==> config.mk <==
export PLATFORM = sky130hd
export DESIGN_NAME = systolic_skew_feeder
export DESIGN_NICKNAME = d
export VERILOG_FILES = /design/src/rtl/systolic_skew_feeder.sv
export SDC_FILE = /design/constraint.sdc
export NUM_CORES = 1
export LEC_CHECK = 0
export CORE_MARGIN = 4
export CORE_UTILIZATION = 35
export DETAILED_ROUTE_END_ITERATION = 16
export DONT_BUFFER_PORTS = 1
export PLACE_DENSITY = 0.5
export SLEW_MARGIN = 30
export SYNTH_ARGS = -nofsm -noshare
export SYNTH_HDL_FRONTEND = slang
export SYNTH_SLANG_ARGS = --single-unit
==> constraint.sdc <==
create_clock -name clk_i -period 6.7 [get_ports clk_i]
set_clock_uncertainty 0.2 [all_clocks]
set_input_delay 1.34 -clock clk_i [delete_from_list [all_inputs] [get_ports clk_i]]
set_output_delay 1.34 -clock clk_i [all_outputs]
set_load 0.05 [all_outputs]
==> src/rtl/systolic_skew_feeder.sv <==
// Operand sequencer for systolic_array: buffers K-slices of A/B in per-lane FIFOs and replays them as skewed waves.
// Build macro SKEW_FEEDER_ZERO_PAD_EN makes every lane valid in every wave, padding non-participants with zeros.
module systolic_skew_feeder #(
  parameter int width_p        = 32,
  parameter int array_width_p  = 2,
  parameter int array_height_p = 2,
  parameter int depth_p        = 4
) (
  input  logic                                clk_i,
  input  logic                                reset_i,
  input  logic [width_p*array_height_p-1:0]   a_i,
  input  logic [width_p*array_width_p-1:0]    b_i,
  input  logic                                slice_valid_i,
  input  logic                                last_i,
  output logic                                slice_ready_o,
  output logic [width_p*array_height_p-1:0]   row_o,
  output logic [array_height_p-1:0]           row_valid_o,
  input  logic [array_height_p-1:0]           row_ready_i,
  output logic [array_height_p-1:0]           flush_o,
  output logic [width_p*array_width_p-1:0]    col_o,
  output logic [array_width_p-1:0]            col_valid_o,
  input  logic [array_width_p-1:0]            col_ready_i
);
  localparam int H    = array_height_p;
  localparam int W    = array_width_p;
  localparam int L    = H + W;
  localparam int MAXL = (H > W) ? H : W;
  localparam int CW   = $clog2(depth_p + MAXL) + 8;
  localparam int AW   = (depth_p > 1) ? $clog2(depth_p) : 1;
  localparam int NW   = $clog2(depth_p + 1);
`ifdef SKEW_FEEDER_ZERO_PAD_EN
  localparam bit PAD = 1'b1;
`else
  localparam bit PAD = 1'b0;
`endif

  function automatic logic [AW-1:0] nxt_ptr(input logic [AW-1:0] p);
    return (p == AW'(depth_p - 1)) ? '0 : p + AW'(1);
  endfunction

  // Lanes 0..H-1 are row lanes, H..L-1 are column lanes.
  logic [L-1:0][width_p-1:0] dat_q;
  logic [L-1:0][width_p-1:0] push_data;
  logic [L-1:0][width_p-1:0] head;
  logic [L-1:0][CW-1:0]      lane_d;
  logic [L-1:0]              vld_q, part_q, rdy, full, pop, avail;
  logic [L-1:0]              lane_part, lane_need, lane_last;
  logic [H-1:0]              flush_q;
  logic [CW-1:0]             w_q, n_q, k_q;
  logic                      done_q, active_q;

  logic          accept, done_d, wave_done, product_done, issue;
  logic [CW-1:0] n_d, k_d, lim_d, cand_w, last_w;

  assign slice_ready_o = ~reset_i & ~(|full) & ~done_q;
  assign accept        = slice_valid_i & slice_ready_o;
  assign n_d           = n_q + CW'(accept);
  assign done_d        = done_q | (accept & last_i);
  assign k_d           = (accept & last_i) ? n_q + CW'(1) : k_q;
  assign lim_d         = done_d ? k_d : n_d;
  assign wave_done     = active_q & ~(|(vld_q & ~rdy));
  assign last_w        = k_q + CW'(MAXL) - CW'(2);
  assign product_done  = wave_done & done_q & (w_q == last_w);
  // The next wave may launch on the same edge the current one completes.
  assign cand_w        = active_q ? w_q + CW'(1) : w_q;
  assign issue         = (~active_q | wave_done) & ~product_done
                       & (&(avail | ~lane_need)) & (|lane_part);

  for (genvar gi = 0; gi < L; gi++) begin : g_lane
    localparam int OFF = (gi < H) ? gi : gi - H;
    logic [width_p-1:0] mem_q [depth_p];
    logic [AW-1:0]      rd_q, wr_q, rd_ap;
    logic [NW-1:0]      cnt_q, cnt_ap;
    logic               ge;

    if (gi < H) begin : g_row
      assign push_data[gi] = a_i[width_p*gi +: width_p];
      assign rdy[gi]       = row_ready_i[gi];
      assign row_o[width_p*gi +: width_p] = dat_q[gi];
    end else begin : g_col
      assign push_data[gi] = b_i[width_p*(gi-H) +: width_p];
      assign rdy[gi]       = col_ready_i[gi-H];
      assign col_o[width_p*(gi-H) +: width_p] = dat_q[gi];
    end

    assign full[gi]  = (cnt_q == NW'(depth_p));
    assign pop[gi]   = vld_q[gi] & rdy[gi] & part_q[gi];
    assign cnt_ap    = cnt_q - NW'(pop[gi]);
    assign rd_ap     = pop[gi] ? nxt_ptr(rd_q) : rd_q;
    // An empty FIFO being pushed this cycle forwards the incoming operand.
    assign avail[gi] = (cnt_ap != '0) | accept;
    assign head[gi]  = (cnt_ap != '0) ? mem_q[rd_ap] : push_data[gi];

    assign ge            = (cand_w >= CW'(OFF));
    assign lane_d[gi]    = cand_w - CW'(OFF);
    assign lane_part[gi] = ge & (lane_d[gi] < lim_d);
    assign lane_need[gi] = ge & ~(done_d & (lane_d[gi] >= k_d));
    assign lane_last[gi] = done_d & (lane_d[gi] == k_d - CW'(1));

    always_ff @(posedge clk_i) begin
      if (accept) mem_q[wr_q] <= push_data[gi];
    end

    always_ff @(posedge clk_i) begin
      if (reset_i) begin
        rd_q  <= '0;
        wr_q  <= '0;
        cnt_q <= '0;
      end else begin
        rd_q  <= rd_ap;
        cnt_q <= cnt_ap + NW'(accept);
        if (accept) wr_q <= nxt_ptr(wr_q);
      end
    end
  end

  always_ff @(posedge clk_i) begin
    if (reset_i) begin
      w_q      <= '0;
      n_q      <= '0;
      k_q      <= '0;
      done_q   <= 1'b0;
      active_q <= 1'b0;
      vld_q    <= '0;
      part_q   <= '0;
      flush_q  <= '0;
      dat_q    <= '0;
    end else begin
      n_q      <= product_done ? '0 : n_d;
      done_q   <= product_done ? 1'b0 : done_d;
      k_q      <= k_d;
      active_q <= issue | (active_q & ~wave_done);
      if (wave_done) w_q <= product_done ? '0 : w_q + CW'(1);
      for (int l = 0; l < L; l++) begin
        if (issue) begin
          vld_q[l]  <= PAD | lane_part[l];
          part_q[l] <= lane_part[l];
          dat_q[l]  <= lane_part[l] ? head[l] : '0;
          if (l < H) flush_q[l] <= lane_part[l] & lane_last[l];
        end else if (vld_q[l] & rdy[l]) begin
          vld_q[l]  <= 1'b0;
          part_q[l] <= 1'b0;
          dat_q[l]  <= '0;
          if (l < H) flush_q[l] <= 1'b0;
        end
      end
    end
  end

  assign row_valid_o = vld_q[H-1:0];
  assign col_valid_o = vld_q[L-1:H];
  assign flush_o     = flush_q;

endmodule
==> results.yml, run 1 <==
global_routing:
  grt_pass1_wl_mm: 118
  grt_pass1_vias: 19200
  gr-total-overflow: 0
  grt_max_degree: 66
  grt_use_total: 0.169
  antenna_found_initial: 0
clocking:
  path_clk_slew_ns: 0.06
  ctsResizeCount: 0
  cts_tree: "yes"
  cts_made_buffers: 80
  post_cts_buffers: 0
  cts_max_level: 3
  hold_buffers: 0
  clk_latency_ns: 0.62
  clkSinkCount: 709
  clockBufferDepth: 3
  cts-root-buf: "clkbuf_16"
hold_path:
  worstHoldPathType: "flop to flop"
yosys:
  ys_seq_elements: 709
  syn_nets: 2652
  synth_edf_count: 512
  synthDistinctLibCells: 73
  seq_area_frac_synth: 0.642
  avgSynthCellArea_um2: 12.3
  synth_area_um2: 30100
  yosysWarnings: 0
  synth_ff_type: "edfxtp_1"
  async_flop_share: 0
  synth_cells: 2436
floorplan:
  core-area_um2: 85100
  num_rows: 107
  pin_count: 271
  die_h_um: 301
  start_util: 0.353
  die_w_um: 301
  dieArea_um2: 90700
setup_path:
  cp_max_fo: 31
  crit_cells: 17
  r2r_start: "w_q[0]$_SDFFE_PP0P_"
  critPathBufInv: 1
  startpoint_type: "flop"
  slowest_delay_ns: 0.65
  worstPathArrival_ns: 6.44
  worstSetupEndpoint: "row_o[18]$_SDFFE_PP0P_"
  r2r_end: "row_o[18]$_SDFFE_PP0P_"
  r2r_slack_ns: 0.60
  crit_required_ns: 7.04
  path_class: "flop to flop"
  worst-r2r-cell-count: 17
  crit_path_end_kind: "flop"
  cp_cell_sequence: "ha_1 -> nand3_1 -> o31ai_1 -> nand2_1 -> or3_1 -> nor4_1 -> xnor2_1 -> ha_1 -> nand4_1 -> or4_1 -> a31oi_1 -> nor4_1 -> o311a_2 -> nor3_4 -> buf_12 -> nand2_1 -> o21ai_0"
  path_delay_family: "simple AND/OR/NAND/NOR gates"
  critPathLaunch: "w_q[0]$_SDFFE_PP0P_"
  slowest_stage: "dfxtp_1"
flow_run:
  drv.max_cap_violation_count: 0
power:
  p_int_w: 0.00886
  powerDensity_nw_per_um2: 399
  total_power_w: 0.0137
  power_frac_seq: 0.454
  power_leakage_nw: 11.8
  combPwrFrac: 0.221
  vdd_ir_drop_max_mv: 0.260
  switching_share: 0.353
  clockPowerShare: 0.325
  p_switching_w: 0.00482
layout:
  antenna_cells: 0
  fin_cells: 3636
  area_delta_synth_final_pct: 14.0
  drive_above_1_share: 0.105
  nFillCells: 7992
  nets: 2641
drt:
  vias: 19200
  drt_drc_violations_left: 0
  drt_pass1_iterations: 5
  avgViaCountPerCell: 5.28
  wl_per_cell_um: 21.5
  first_iter_violations: 1168
  ant_nets: 0
  drt-total-wl_mm: 78.2
place:
  gp_congestion: 0.849
  port_buffers: 0
  dp_hpwl_mm: 48.1
  placed_cells: 3487
sta:
  fin_crit_ns: 6.10
  slew_headroom: 0.372
  final.setup.tns_ns: 0
  worst_slew_pin_slew_ns: 0.935
  hold_viol: 0
  rsz0062_at_grt: "false"
  setup_violations: 0
  drv_slew: 0
  final.period_utilization: 0.911
  clock.fmax_ghz: 0.164
status:
  outcome: "complete, no violations"
cells in the mapped netlist (all sizes together) (4+ instances only):
cell / instances / area (µm²)
mux2i: 45 / 450
a211oi: 102 / 766
a211o: 4 / 35.0
o21a: 4 / 30.0
nand3: 26 / 130
buf: 32 / 154
mux4: 32 / 721
a21boi: 4 / 33.8
dfxtp: 197 / 3940
a21o: 6 / 45.0
a311oi: 98 / 858
or4: 6 / 45.0
o31ai: 7 / 52.6
nand4: 14 / 87.6
nor2: 86 / 323
and2: 115 / 719
or3: 9 / 56.3
inv: 55 / 206
xnor2: 50 / 445
xor2: 31 / 272
mux2: 6 / 71.3
o211ai: 4 / 30.0
edfxtp: 512 / 15400
o21ai: 148 / 741
nor3b: 5 / 37.5
ha: 80 / 1000
nand2: 373 / 1400
nor4: 14 / 93.8
nor2b: 17 / 106
a31oi: 10 / 62.6
clkbuf: 123 / 463
and3: 9 / 56.3
nand2b: 4 / 25.0
a21oi: 140 / 701
nor3: 29 / 201
flip-flops by register name, summed over array words and instances (netlist names):
signal,flops
active_q,1
g_lane.rd_q,8
g_lane.wr_q,8
part_q,4
g_lane.mem_q,512
flush_o,2
done_q,1
g_lane.cnt_q,12
w_q,11
col_o,64
n_q,11
k_q,11
row_o,64
power by group through the flow:
stage | Sequential [W] | Clock [W] | Combinational [W]
final | 0.00621 | 0.00445 | 0.00303
after global routing | 0.00625 | 0.00477 | 0.00336
after CTS | 0.00622 | 0.00458 | 0.00306
after detailed placement | 0.00631 | 0 | 0.00304
after global placement | 0.00630 | 0 | 0.00300
after floorplan | 0.00614 | 0 | 0.00217
worst min path at each step:
stage | start | endpoint | slack [ns] | depth (start not counted)
CTS | g_lane[2].wr_q[1]$_SDFFE_PP0P_ | g_lane[2].wr_q[1]$_SDFFE_PP0P_ | 0.30 | 2
detailed placement | g_lane[2].wr_q[1]$_SDFFE_PP0P_ | g_lane[2].wr_q[1]$_SDFFE_PP0P_ | 0.29 | 2
floorplan | g_lane[0].wr_q[1]$_SDFFE_PP0P_ | g_lane[0].wr_q[1]$_SDFFE_PP0P_ | 0.27 | 2
finish | g_lane[2].wr_q[1]$_SDFFE_PP0P_ | g_lane[2].wr_q[1]$_SDFFE_PP0P_ | 0.30 | 2
global route | g_lane[3].wr_q[1]$_SDFFE_PP0P_ | g_lane[3].wr_q[1]$_SDFFE_PP0P_ | 0.32 | 2
global placement | g_lane[1].wr_q[1]$_SDFFE_PP0P_ | g_lane[1].wr_q[1]$_SDFFE_PP0P_ | 0.28 | 2
cell usage in the layout (no fill, tap or decap), types with 7 or more instances in the layout:
cell	Yosys	layout
a211oi_1	102	102
a21oi_1	140	136
a311oi_1	98	98
a31oi_1	10	10
and2_0	19	19
and2_1	96	95
buf_4	1	56
bufinv_16	0	8
clkbuf_1	122	15
clkbuf_16	0	81
clkinv_1	1	10
clkinv_2	0	18
dfxtp_1	197	197
edfxtp_1	512	512
ha_1	80	80
inv_1	54	54
mux2i_1	45	41
mux4_2	32	32
nand2_1	373	373
nand3_1	26	25
nand4_1	14	14
nor2_1	86	85
nor2b_1	17	17
nor3_1	24	24
nor4_1	13	12
o21ai_0	79	79
o21ai_1	69	69
o31ai_1	7	7
or3_1	9	9
xnor2_1	49	49
xor2_1	31	31
worst reg2reg max path: stages (launching register included):
cell	delay [ns]
dfxtp_1	0.65
ha_1	0.45
nand3_1	0.12
o31ai_1	0.59
nand2_1	0.33
or3_1	0.45
nor4_1	0.37
xnor2_1	0.24
ha_1	0.38
nand4_1	0.09
or4_1	0.51
a31oi_1	0.24
nor4_1	0.11
o311a_2	0.47
nor3_4	0.38
buf_12	0.26
nand2_1	0.10
o21ai_0	0.10
cell type report:
type	instances	area, µm²	area share
Sequential cell	709	19300	0.564
Multi-Input combinational cell	1516	10100	0.294
Clock buffer	102	2170	0.0632
Tap cell	1144	1430	0.0418
Timing Repair Buffer	62	541	0.0158
Clock inverter	47	537	0.0157
Inverter	56	210	0.00613
per-stage QoR:
step / instance area, µm² / hold slack, ns / setup WS, ns / util
after CTS: 34300 / 0.301 / 0.763 / 0.402
after global placement: 31600 / 0.275 / 0.349 / 0.371
final: 34300 / 0.297 / 0.596 / 0.403
after global routing: 34300 / 0.324 / 0.400 / 0.403
after floorplan: 30100 / 0.269 / 0.174 / -
after detailed placement: 31600 / 0.293 / 0.277 / 0.371
logic make-up after synthesis:
family	Yosys count	synth area share
mux	83	0.0413
simple gates	719	0.113
xor+xnor	81	0.0238
fa+ha+maj	81	0.0337
compound gates	552	0.119
buf+inv	211	0.0275
flops	709	0.642
per-layer routing:
| layer | GRT usage | wire length, µm | vias up |
|---|---|---|---|
| met4 | 0.0419 | 1530 | 0 |
| met2 | 0.279 | 37600 | 426 |
| met5 | 0 | 0 | - |
| li1 | - | - | 9041 |
| met3 | 0.0508 | 5730 | 107 |
| met1 | 0.217 | 33300 | 9637 |
Note: power is estimated with default switching activity, not from simulation.
==> inputs of run 2 (changes only) <==
CORE_MARGIN = 5   (was 4)
TNS_END_PERCENT = 1   (was unset)
==> results.yml, run 2 (synthesis results as in run 1) <==
status:
  outcome: "complete, no violations"
hold_path:
  worstHoldPathType: "flop to flop"
  hold_depth: 2
  hold_end: "g_lane[3].wr_q[1]$_SDFFE_PP0P_"
  worstHoldStart: "g_lane[3].wr_q[1]$_SDFFE_PP0P_"
clocking:
  path_clk_slew_ns: 0.06
  clockBufferDepth: 3
  hold_buffers: 0
  cts_made_buffers: 80
  cts-root-buf: "clkbuf_16"
  clk_latency_ns: 0.62
  cts_max_level: 3
  clkSinkCount: 709
  post_cts_buffers: 0
  cts_tree: "yes"
  ctsResizeCount: 0
layout:
  max_flop_register: "g_lane.mem_q"
  final_cell_mix: "edfxtp_1, nand2_1, dfxtp_1"
  drive_above_1_share: 0.109
  layout_commonest_cell: "edfxtp_1"
  antenna_cells: 0
  nets: 2649
  nFillCells: 8022
  area_delta_synth_final_pct: 14.3
  largest_register_ffs: 512
sta:
  hold_viol: 0
  holdWs_ns: 0.285
  slew_headroom: 0.376
  worst_slew_pin_slew_ns: 0.917
  fin_crit_ns: 5.78
  setup_ws_ns: 0.917
  final.period_utilization: 0.863
  clock.fmax_ghz: 0.173
  final.setup.tns_ns: 0
  drv_slew: 0
  setup_violations: 0
  rsz0062_at_grt: "false"
setup_path:
  crit_required_ns: 6.95
  slowest_stage: "or4_1"
  worst-r2r-cell-count: 18
  slowest_delay_ns: 0.57
  worstPathArrival_ns: 6.03
  path_class: "input port to flop"
  r2r_end: "col_o[21]$_SDFFE_PP0P_"
  cp_max_fo: 63
  crit_path_end_kind: "flop"
  startpoint_type: "input port"
  critPathLaunch: "reset_i"
  cp_cell_sequence: "or4_1 -> nor2_4 -> nand2_1 -> inv_1 -> ha_1 -> ha_1 -> buf_4 -> nand3_1 -> xor2_1 -> mux2_2 -> ha_1 -> a211oi_1 -> nand2_1 -> a2111oi_0 -> o22ai_1 -> a221oi_1 -> o311a_2 -> buf_4 -> nor3_4 -> buf_4 -> nand2_1 -> o21ai_0"
  r2r_start: "w_q[1]$_SDFFE_PP0P_"
  r2r_slack_ns: 0.98
floorplan:
  num_rows: 107
  pin_count: 271
  core-area_um2: 85300
  start_util: 0.353
  dieArea_um2: 91900
  die_w_um: 303
  die_h_um: 303
place:
  dp_hpwl_mm: 49.7
  gp_congestion: 0.890
  port_buffers: 0
  place_ws_ns: 0.320
power:
  total_power_w: 0.0137
  powerDensity_nw_per_um2: 400
  vdd_ir_drop_max_mv: 0.274
  power_leakage_nw: 11.8
drt:
  ant_nets: 0
  first_iter_violations: 1409
  drt_drc_violations_left: 0
  drt_pass1_iterations: 5
  avgViaCountPerCell: 5.23
  wl_per_cell_um: 21.6
  vias: 19100
  drt-total-wl_mm: 78.8
global_routing:
  gr-total-overflow: 0
  grt_max_degree: 66
  grt_pass1_vias: 19400
  grt_use_total: 0.168
  grt_pass1_wl_mm: 119
  antenna_found_initial: 0
flow_run:
  drv.max_cap_violation_count: 0
[run 2: changes by cell type in the layout (fill, tap and decap cells not counted), sizes merged]
cell | before | now
buf | 62 | 70
bufinv | 8 | 9
clkbuf | 102 | 107
clkinv | 31 | 27
inv | 60 | 57
[run 2: final cells by class]
type / count / area, µm² / share of cell area
Timing Repair Buffer: 70 / 599 / 0.0174
Clock inverter: 41 / 537 / 0.0156
Sequential cell: 709 / 19300 / 0.562
Multi-Input combinational cell: 1516 / 10100 / 0.294
Tap cell: 1144 / 1430 / 0.0416
Clock buffer: 107 / 2180 / 0.0635
Inverter: 56 / 210 / 0.00612
[run 2: metrics by stage]
| stage | cells | instance area (µm²) | util |
|---|---|---|---|
| finish | 3643 | 34400 | 0.403 |
| global route | 3643 | 34400 | 0.403 |
| floorplan | 2436 | 30100 | - |
| global placement | 3493 | 31600 | 0.371 |
| detailed placement | 3495 | 31600 | 0.371 |
| CTS | 3643 | 34400 | 0.403 |
[run 2: worst max path at each step]
stage	cells past startpoint	end	slack (ns)
floorplan	23	row_o[11]$_SDFFE_PP0P_	0.17
global placement	22	col_o[47]$_SDFFE_PP0P_	0.20
detailed placement	22	col_o[21]$_SDFFE_PP0P_	0.32
CTS	18	col_o[21]$_SDFFE_PP0P_	0.92
global route	22	col_o[24]$_SDFFE_PP0P_	0.56
finish	22	col_o[21]$_SDFFE_PP0P_	0.92
[run 2: power by group]
group	switching [W]	internal, W	leakage, nW
clock	0.00180	0.00267	1.32
sequential	0.00107	0.00513	6.24
combinational	0.00195	0.00112	4.24
[run 2: worst max-delay path: cells and delay by family]
kind | cells | cell delay (ns)
compound gates | 6 | 1.69
fa+ha+maj | 3 | 0.65
buf+inv | 4 | 0.70
mux | 1 | 0.31
simple gates | 7 | 1.12
xor+xnor | 1 | 0.18
[run 2: metal layers]
layer,share of wire,global-route usage,up-vias
met3,0.069,0.0494,133
met4,0.030,0.0536,0
met1,0.41,0.204,9488
met5,0,0,-
li1,-,-,9023
met2,0.49,0.287,423
